==> src/rtl/prog_counter_if.sv <==
// Control/status bundle for the programmable up/down counter.
interface prog_counter_if #(
  parameter int unsigned WIDTH = 8
);

  logic             ENABLE;
  logic             UP;
  logic             CLEAR;
  logic             LOAD;
  logic [WIDTH-1:0] LOAD_VAL;
  logic             MOD_WE;
  logic [WIDTH-1:0] MOD_IN;
  logic [WIDTH-1:0] COUNT;
  logic [WIDTH-1:0] TOP;
  logic             TC;
  logic             WRAP;
  logic             PEND;

  // Controller side: drives commands, observes counter state.
  modport master (
    output ENABLE, UP, CLEAR, LOAD, LOAD_VAL, MOD_WE, MOD_IN,
    input  COUNT, TOP, TC, WRAP, PEND
  );

  // Counter side.
  modport slave (
    input  ENABLE, UP, CLEAR, LOAD, LOAD_VAL, MOD_WE, MOD_IN,
    output COUNT, TOP, TC, WRAP, PEND
  );

endinterface

==> src/rtl/prog_counter.sv <==
// Programmable-modulus up/down counter with deferred top update.
// A new top written via MOD_WE is held pending and only takes effect on
// CLEAR, LOAD or a wrap, so a running sequence is never cut short.
module prog_counter #(
  parameter int unsigned WIDTH    = 8,
  parameter bit          SATURATE = 1'b0
) (
  input logic           CLK,
  input logic           RST_n,
  prog_counter_if.slave bus
);

  localparam logic [WIDTH-1:0] ZERO = '0;
  localparam logic [WIDTH-1:0] ONES = '1;
  localparam logic [WIDTH-1:0] ONE  = WIDTH'(1);

  logic [WIDTH-1:0] count_q,    count_d;
  logic [WIDTH-1:0] top_q,      top_d;
  logic [WIDTH-1:0] pend_val_q, pend_val_d;
  logic             pend_q,     pend_d;
  logic             wrap_q,     wrap_d;

  logic             terminal_c;
  logic [WIDTH-1:0] new_top_c;
  logic [WIDTH-1:0] load_clamp_c;

  // Terminal depends on direction; new top is the value an apply would use.
  always_comb begin
    terminal_c   = bus.UP ? (count_q == top_q) : (count_q == ZERO);
    new_top_c    = bus.MOD_WE ? bus.MOD_IN : (pend_q ? pend_val_q : top_q);
    load_clamp_c = (bus.LOAD_VAL > new_top_c) ? new_top_c : bus.LOAD_VAL;
  end

  // Next-state: CLEAR > LOAD > ENABLE > hold; MOD_WE always lands in pending.
  always_comb begin
    count_d    = count_q;
    top_d      = top_q;
    pend_val_d = bus.MOD_WE ? bus.MOD_IN : pend_val_q;
    pend_d     = pend_q | bus.MOD_WE;
    wrap_d     = 1'b0;

    if (bus.CLEAR) begin
      count_d = ZERO;
      top_d   = new_top_c;
      pend_d  = 1'b0;
    end else if (bus.LOAD) begin
      count_d = load_clamp_c;
      top_d   = new_top_c;
      pend_d  = 1'b0;
    end else if (bus.ENABLE) begin
      if (!terminal_c) begin
        count_d = bus.UP ? (count_q + ONE) : (count_q - ONE);
      end else if (!SATURATE) begin
        // Wrap: apply pending top; a down-count reloads from the new top.
        wrap_d  = 1'b1;
        top_d   = new_top_c;
        pend_d  = 1'b0;
        count_d = bus.UP ? ZERO : new_top_c;
      end
    end
  end

  // State registers with asynchronous reset.
  always_ff @(posedge CLK or negedge RST_n) begin
    if (!RST_n) begin
      count_q    <= ZERO;
      top_q      <= ONES;
      pend_val_q <= ONES;
      pend_q     <= 1'b0;
      wrap_q     <= 1'b0;
    end else begin
      count_q    <= count_d;
      top_q      <= top_d;
      pend_val_q <= pend_val_d;
      pend_q     <= pend_d;
      wrap_q     <= wrap_d;
    end
  end

  assign bus.COUNT = count_q;
  assign bus.TOP   = top_q;
  assign bus.PEND  = pend_q;
  assign bus.WRAP  = wrap_q;
  // Terminal flag is combinational and suppressed while in reset.
  assign bus.TC    = RST_n & bus.ENABLE & ~bus.CLEAR & ~bus.LOAD & terminal_c;

endmodule

==> src/flat_wrapper.sv <==
// flat-port wrapper written by rule: the top's interface ports become plain ports
module prog_counter_flat 
#(
  parameter int unsigned WIDTH    = 8,
  parameter bit          SATURATE = 1'b0
)
  (CLK, RST_n, bus_ENABLE, bus_UP, bus_CLEAR, bus_LOAD, bus_LOAD_VAL, bus_MOD_WE, bus_MOD_IN, bus_COUNT, bus_TOP, bus_TC, bus_WRAP, bus_PEND);
  prog_counter_if #(.WIDTH(WIDTH)) bus_i ();
  input logic CLK;
  input logic RST_n;
  input wire logic [$bits(bus_i.ENABLE)-1:0] bus_ENABLE;
  input wire logic [$bits(bus_i.UP)-1:0] bus_UP;
  input wire logic [$bits(bus_i.CLEAR)-1:0] bus_CLEAR;
  input wire logic [$bits(bus_i.LOAD)-1:0] bus_LOAD;
  input wire logic [$bits(bus_i.LOAD_VAL)-1:0] bus_LOAD_VAL;
  input wire logic [$bits(bus_i.MOD_WE)-1:0] bus_MOD_WE;
  input wire logic [$bits(bus_i.MOD_IN)-1:0] bus_MOD_IN;
  output wire logic [$bits(bus_i.COUNT)-1:0] bus_COUNT;
  output wire logic [$bits(bus_i.TOP)-1:0] bus_TOP;
  output wire logic [$bits(bus_i.TC)-1:0] bus_TC;
  output wire logic [$bits(bus_i.WRAP)-1:0] bus_WRAP;
  output wire logic [$bits(bus_i.PEND)-1:0] bus_PEND;
  assign bus_i.ENABLE = bus_ENABLE;
  assign bus_i.UP = bus_UP;
  assign bus_i.CLEAR = bus_CLEAR;
  assign bus_i.LOAD = bus_LOAD;
  assign bus_i.LOAD_VAL = bus_LOAD_VAL;
  assign bus_i.MOD_WE = bus_MOD_WE;
  assign bus_i.MOD_IN = bus_MOD_IN;
  assign bus_COUNT = bus_i.COUNT;
  assign bus_TOP = bus_i.TOP;
  assign bus_TC = bus_i.TC;
  assign bus_WRAP = bus_i.WRAP;
  assign bus_PEND = bus_i.PEND;
  prog_counter #(.WIDTH(WIDTH), .SATURATE(SATURATE)) u_core (.CLK(CLK), .RST_n(RST_n), .bus(bus_i));
endmodule
==> config.mk <==
export PLATFORM = sky130hd
export DESIGN_NAME = prog_counter_flat
export DESIGN_NICKNAME = d
export VERILOG_FILES = /design/src/rtl/prog_counter_if.sv /design/src/rtl/prog_counter.sv /design/src/flat_wrapper.sv
export SDC_FILE = /design/constraint.sdc
export NUM_CORES = 1
export LEC_CHECK = 0
export CAP_MARGIN = 20
export CORE_MARGIN = 1.5
export CORE_UTILIZATION = 46
export CTS_BUF_LIST = sky130_fd_sc_hd__clkbuf_2
export DETAILED_ROUTE_END_ITERATION = 7
export PLACE_DENSITY = 0.73
export SKIP_CTS_REPAIR_TIMING = 1
export SLEW_MARGIN = 5
export SYNTH_ARGS = -nofsm -noshare
export SYNTH_HDL_FRONTEND = slang
export SYNTH_SLANG_ARGS = --single-unit
==> constraint.sdc <==
create_clock -name CLK -period 5.3 [get_ports CLK]
set_input_delay 0.795 -clock CLK [delete_from_list [all_inputs] [get_ports CLK]]
set_output_delay 0.795 -clock CLK [all_outputs]
set_load 0.005 [all_outputs]
# After elaboration in Yosys (flattened, before gate mapping)

Cells that the tools add are included.

Add/subtract/negate cells: 2
$lt $le $gt $ge: 1
Eq/ne operators: 1
Mux-type cells: 22
Bitwise logic cells: 7
Reductions and logical operators: 4

Operators with widths:

| operator              | count |
|---|---|
| $mux W8               | 13 |
| $mux W1               | 9 |
| $add A8 B1 Y8 const B | 1 |
| $eq A8 B8 Y1          | 1 |
| $gt A8 B8 Y1          | 1 |
| $logic_not A8 Y1      | 1 |
| $sub A8 B1 Y8 const B | 1 |
| $reduce_bool A3 Y1    | 2 |
| $and A1 B1 Y1         | 4 |
| $not A1 Y1            | 2 |
| $reduce_and A2 Y1     | 1 |
| $or A1 B1 Y1          | 1 |

Register bits: 26
Bits of input ports: 23
Output and inout port bits: 19
Logic and storage cells: 42

# Longest topological paths before layout

Depth after elaboration: 7
Mapped depth: 11
Mapped depth without buffers: 10

# Worst setup path after synthesis

OpenSTA, ideal clock, no wires.

Path kind: input to register
Start: in bus_MOD_WE
End: reg u_core.count_q[7] (netlist: u_core.bus.COUNT[7])
Setup time: 0.122 ns
Arrival time: 2.814 ns
Required time: 5.178 ns
Setup slack: 2.364 ns
Stages: 10
Buffers on the path: 1
Path through: clkbuf_1 o21ai_0 inv_1 ha_1 nor2b_1 o211ai_1 a21oi_1 o21ai_2 mux2i_1 a2111oi_1

Longest elaborated chain between the ends: 6
Elaborated cells between the ends (all ways): 8
Classes of those cells: 1 x order compare; 7 x mux

RTL lines:

| what                                                 | RTL line           | RTL |
|---|---|---|
| from (decl)                                          | flat_wrapper.sv:16 | `input wire logic [$bits(bus_i.MOD_WE)-1:0] bus_MOD_WE;` |
| $mux W8 *                                            | prog_counter.sv:30 | `new_top_c = bus.MOD_WE ? bus.MOD_IN : (pend_q ? pend_val_q : top_q);` |
| branches (longest 3 deep; another with $gt A8 B8 Y1) | --                 |  |
| $mux W8 *                                            | prog_counter.sv:46 | `end else if (bus.LOAD) begin` |
| $mux W8 *                                            | prog_counter.sv:42 | `if (bus.CLEAR) begin` |
| to (signal assigned)                                 | prog_counter.sv:72 | `count_q <= count_d;` |
| to (decl)                                            | prog_counter.sv:17 | `logic [WIDTH-1:0] count_q, count_d;` |

Every way passes the cells marked *. The select of a mux whose other input is x is not followed.
A chain may end at the register's enable or synchronous reset.

# Worst setup path after layout

Start: reg u_core.count_q[2] (netlist: u_core.bus.COUNT[2])
End: out bus_TC

Longest elaborated chain between the ends: 3
Elaborated cells between the ends (all ways): 4
Classes of those cells: 1 x eq/ne; 1 x mux; 1 x bitwise; 1 x reduce/logical

RTL lines:

| what                                             | RTL line           | RTL |
|---|---|---|
| $eq A8 B8 Y1 or $logic_not A8 Y1 (tied branches) | prog_counter.sv:29 | `terminal_c = bus.UP ? (count_q == top_q) : (count_q == ZERO);` |
| $mux W1 *                                        | prog_counter.sv:29 |  |
| $and A1 B1 Y1 *                                  | prog_counter.sv:85 | `assign bus.TC = RST_n & bus.ENABLE & ~bus.CLEAR & ~bus.LOAD & terminal_c;` |
| to (decl)                                        | flat_wrapper.sv:20 | `output wire logic [$bits(bus_i.TC)-1:0] bus_TC;` |

Mark *: on every way between the ends. The rest lies on a longest branch, timed or not.

==> out/qor.txt <==
run status - finished, final reports clean
DR WL/cell - 15.2 um
number of buffers created by CTS - 3
ys flop type - dfstp_2
Ys Warns - 0
Post-synth ARST share - 100%
post-route clock period utilization - 66.8%
commonest non-fill, non-tap cell in the layout - clkdlybuf4s50_1
CTS Buffer Depth - 2
fmax - 282 MHz
VDD IR max - 0.127 mV
Maximum Capacitance Violations - 0
Mapped Cells - 211
clock tree from TritonCTS - done
Reg clk slew, reported paths - 270 ps
CTS root buffer - clkbuf_2
Filler cells - 372
drt first pass iters - 4
Seq/Total Area, Yosys - 34.1%
xor-xnor portion of the synthesized cell area - 5.35%
crit-path max FO - 5
via count - 1686
Antenna Violating Nets Remaining - 0
clock skew - 6.01 ps
Slew Viols, Final - 0
synthesis-to-finish area growth - 25.9%
die width - 68.4 um
Final WS setup - 1760 ps
ANT cells - 0
Setup TNS Final - 0 ps
Startpoint Class - flip-flop
DIE HEIGHT - 68.4 um
post-DP HPWL - 3540 um
post-synthesis cell area - 0.00196 mm^2
most frequent cells in the layout - 41 x clkdlybuf4s50_1, 26 x o21ai_0, 23 x inv_1
fraction of layout cells with a size suffix above 1 - 11.9%
post-route cell area - 0.00247 mm^2
largest net degree at the start of global routing - 28
pwr dens - 268 mW/mm^2
violation count after the first detailed-route iteration - 91
Total GRT Usage - 22.0%
I/O Pins - 42
syn avg cell area - 9.31 um^2
Crit path required time - 4510 ps
Post-Synth Adder-Cell Area - 9.94%
Post-Syn Nets - 249
Hold Vio Cnt, Final - 0
first-pass GRT wire length - 7690 um
Tightest Pin Transition - 772 ps
RePlAce Congestion - 0.898
vias in the first global route - 1668
worst setup path class - flip-flop to output pin
Final Total Pwr - 663 uW
Worst Hold Class - flip-flop to flip-flop
floorplan row count - 23
drc violations - 0
RSZ-0062 raised after global routing - no
total congestion overflow - 0
clock latency on the worst-skew pair - 360 ps
Nets - 292
multi-input logic area - 0.00118 mm^2
Critical Path AT - 2750 ps
initial antenna violation count - 0
Initial Util - 48.4%
dpl cell area - 0.00243 mm^2
largest family of logic cells by synthesized area - compound AO/OA/AOI/OAI gates
clk sinks - 26
final setup fails - 0
Die ar. - 0.00467 mm^2
register area - 671 um^2
Synth Area in Simple Gates - 13.4%
dpl ws - 1350 ps
vias per cell - 5.56
Leakage - 0.00105 uW
EDFF count, synth - 0
PortBufs - 41
slew margin rel. - 48.1%
H-tree depth - 1
compound-cell area share of the yosys netlist - 18.3%
final WL - 4610 um
Synth cell types - 47
mux cell area share after synthesis - 13.2%
Synth Register Bits - 26
CP Capture Type - output pin
Core Box Area - 0.00406 mm^2
Tmin final - 3540 ps
[per-stage QoR]
step	hold slack, ps	cells	utilization, %
final	493	303	61.0
after global routing	511	303	61.0
after global placement	455	299	59.9
after floorplan	448	211	-
after CTS	494	303	61.0
after detailed placement	464	299	59.9
[state kept, by name, summed over array words and instances (netlist names)]
register           flops
u_core.pend_val_q      8
u_core.bus.TOP         8
u_core.bus.WRAP        1
u_core.bus.PEND        1
u_core.bus.COUNT       8
[cells by family after synthesis]
kind of cell / Yosys count
xor+xnor: 12
mux: 25
compound gates: 57
buf+inv: 28
flops: 26
fa+ha+maj: 15
simple gates: 48
[routing by layer]
metal,GRT usage (%),routed length [um],vias up
met5,0,0,-
met4,5.75,45,0
met3,2.47,191,6
met2,35.2,2150,53
met1,31.5,2230,780
li1,-,-,847
[power breakdown]
| group | internal [uW] | switching (uW) | total, uW |
|---|---|---|---|
| Combinational | 138 | 123 | 261 |
| Clock | 64.8 | 65.1 | 130 |
| Sequential | 235 | 36.3 | 272 |
[path summary, 6_finish.rpt]
path                                         to  slack, ps            startpoint  cells after the start
max                                      bus_TC       1760   u_core.bus.COUNT[2]                      6
min in group asynchronous   u_core.bus.COUNT[4]        740                 RST_n                      2
min reg2reg                u_core.pend_val_q[3]        490  u_core.pend_val_q[3]                      2
max in group asynchronous     u_core.bus.TOP[2]       4250                 RST_n                      2
max reg2reg                 u_core.bus.COUNT[7]       2260       u_core.bus.PEND                     10
min                        u_core.pend_val_q[3]        490  u_core.pend_val_q[3]                      2
[cell usage after synthesis (all sizes together) (2+ instances only)]
library cell | n | area (um^2)
a21oi | 8 | 40.0
a221oi | 3 | 32.5
a22oi | 5 | 37.5
and2 | 2 | 12.5
and3 | 3 | 18.8
buf | 2 | 12.5
clkbuf | 3 | 11.3
dfrtp | 10 | 250
dfstp | 16 | 420
ha | 14 | 175
inv | 23 | 86.3
mux2 | 8 | 90.1
mux2i | 17 | 170
nand2 | 15 | 58.8
nand2b | 3 | 18.8
nand4 | 3 | 18.8
nor2 | 6 | 22.5
nor2b | 2 | 12.5
nor3 | 5 | 25.0
nor4 | 2 | 27.5
o21a | 2 | 15.0
o21ai | 28 | 144
or2 | 2 | 12.5
or3 | 2 | 12.5
xnor2 | 3 | 26.3
xor2 | 9 | 78.8
[area by class of cell]
cell class	count	area share (%)
well taps	50	2.53
repair buffers	43	17.2
multi-input cells	157	47.9
clock inverters	1	1.21
inverters	23	3.49
clock buffers	3	0.607
flip-flops and latches	26	27.1
[worst max-delay path, stage by stage, from the launching register on]
cell and delay, ps:
dfrtp_1 520, or4_4 570, nor4_4 250, nand2b_1 210, and3_1 190, and2_1 140, clkdlybuf4s50_1 500
Note: power is estimated with default switching activity, not from simulation.
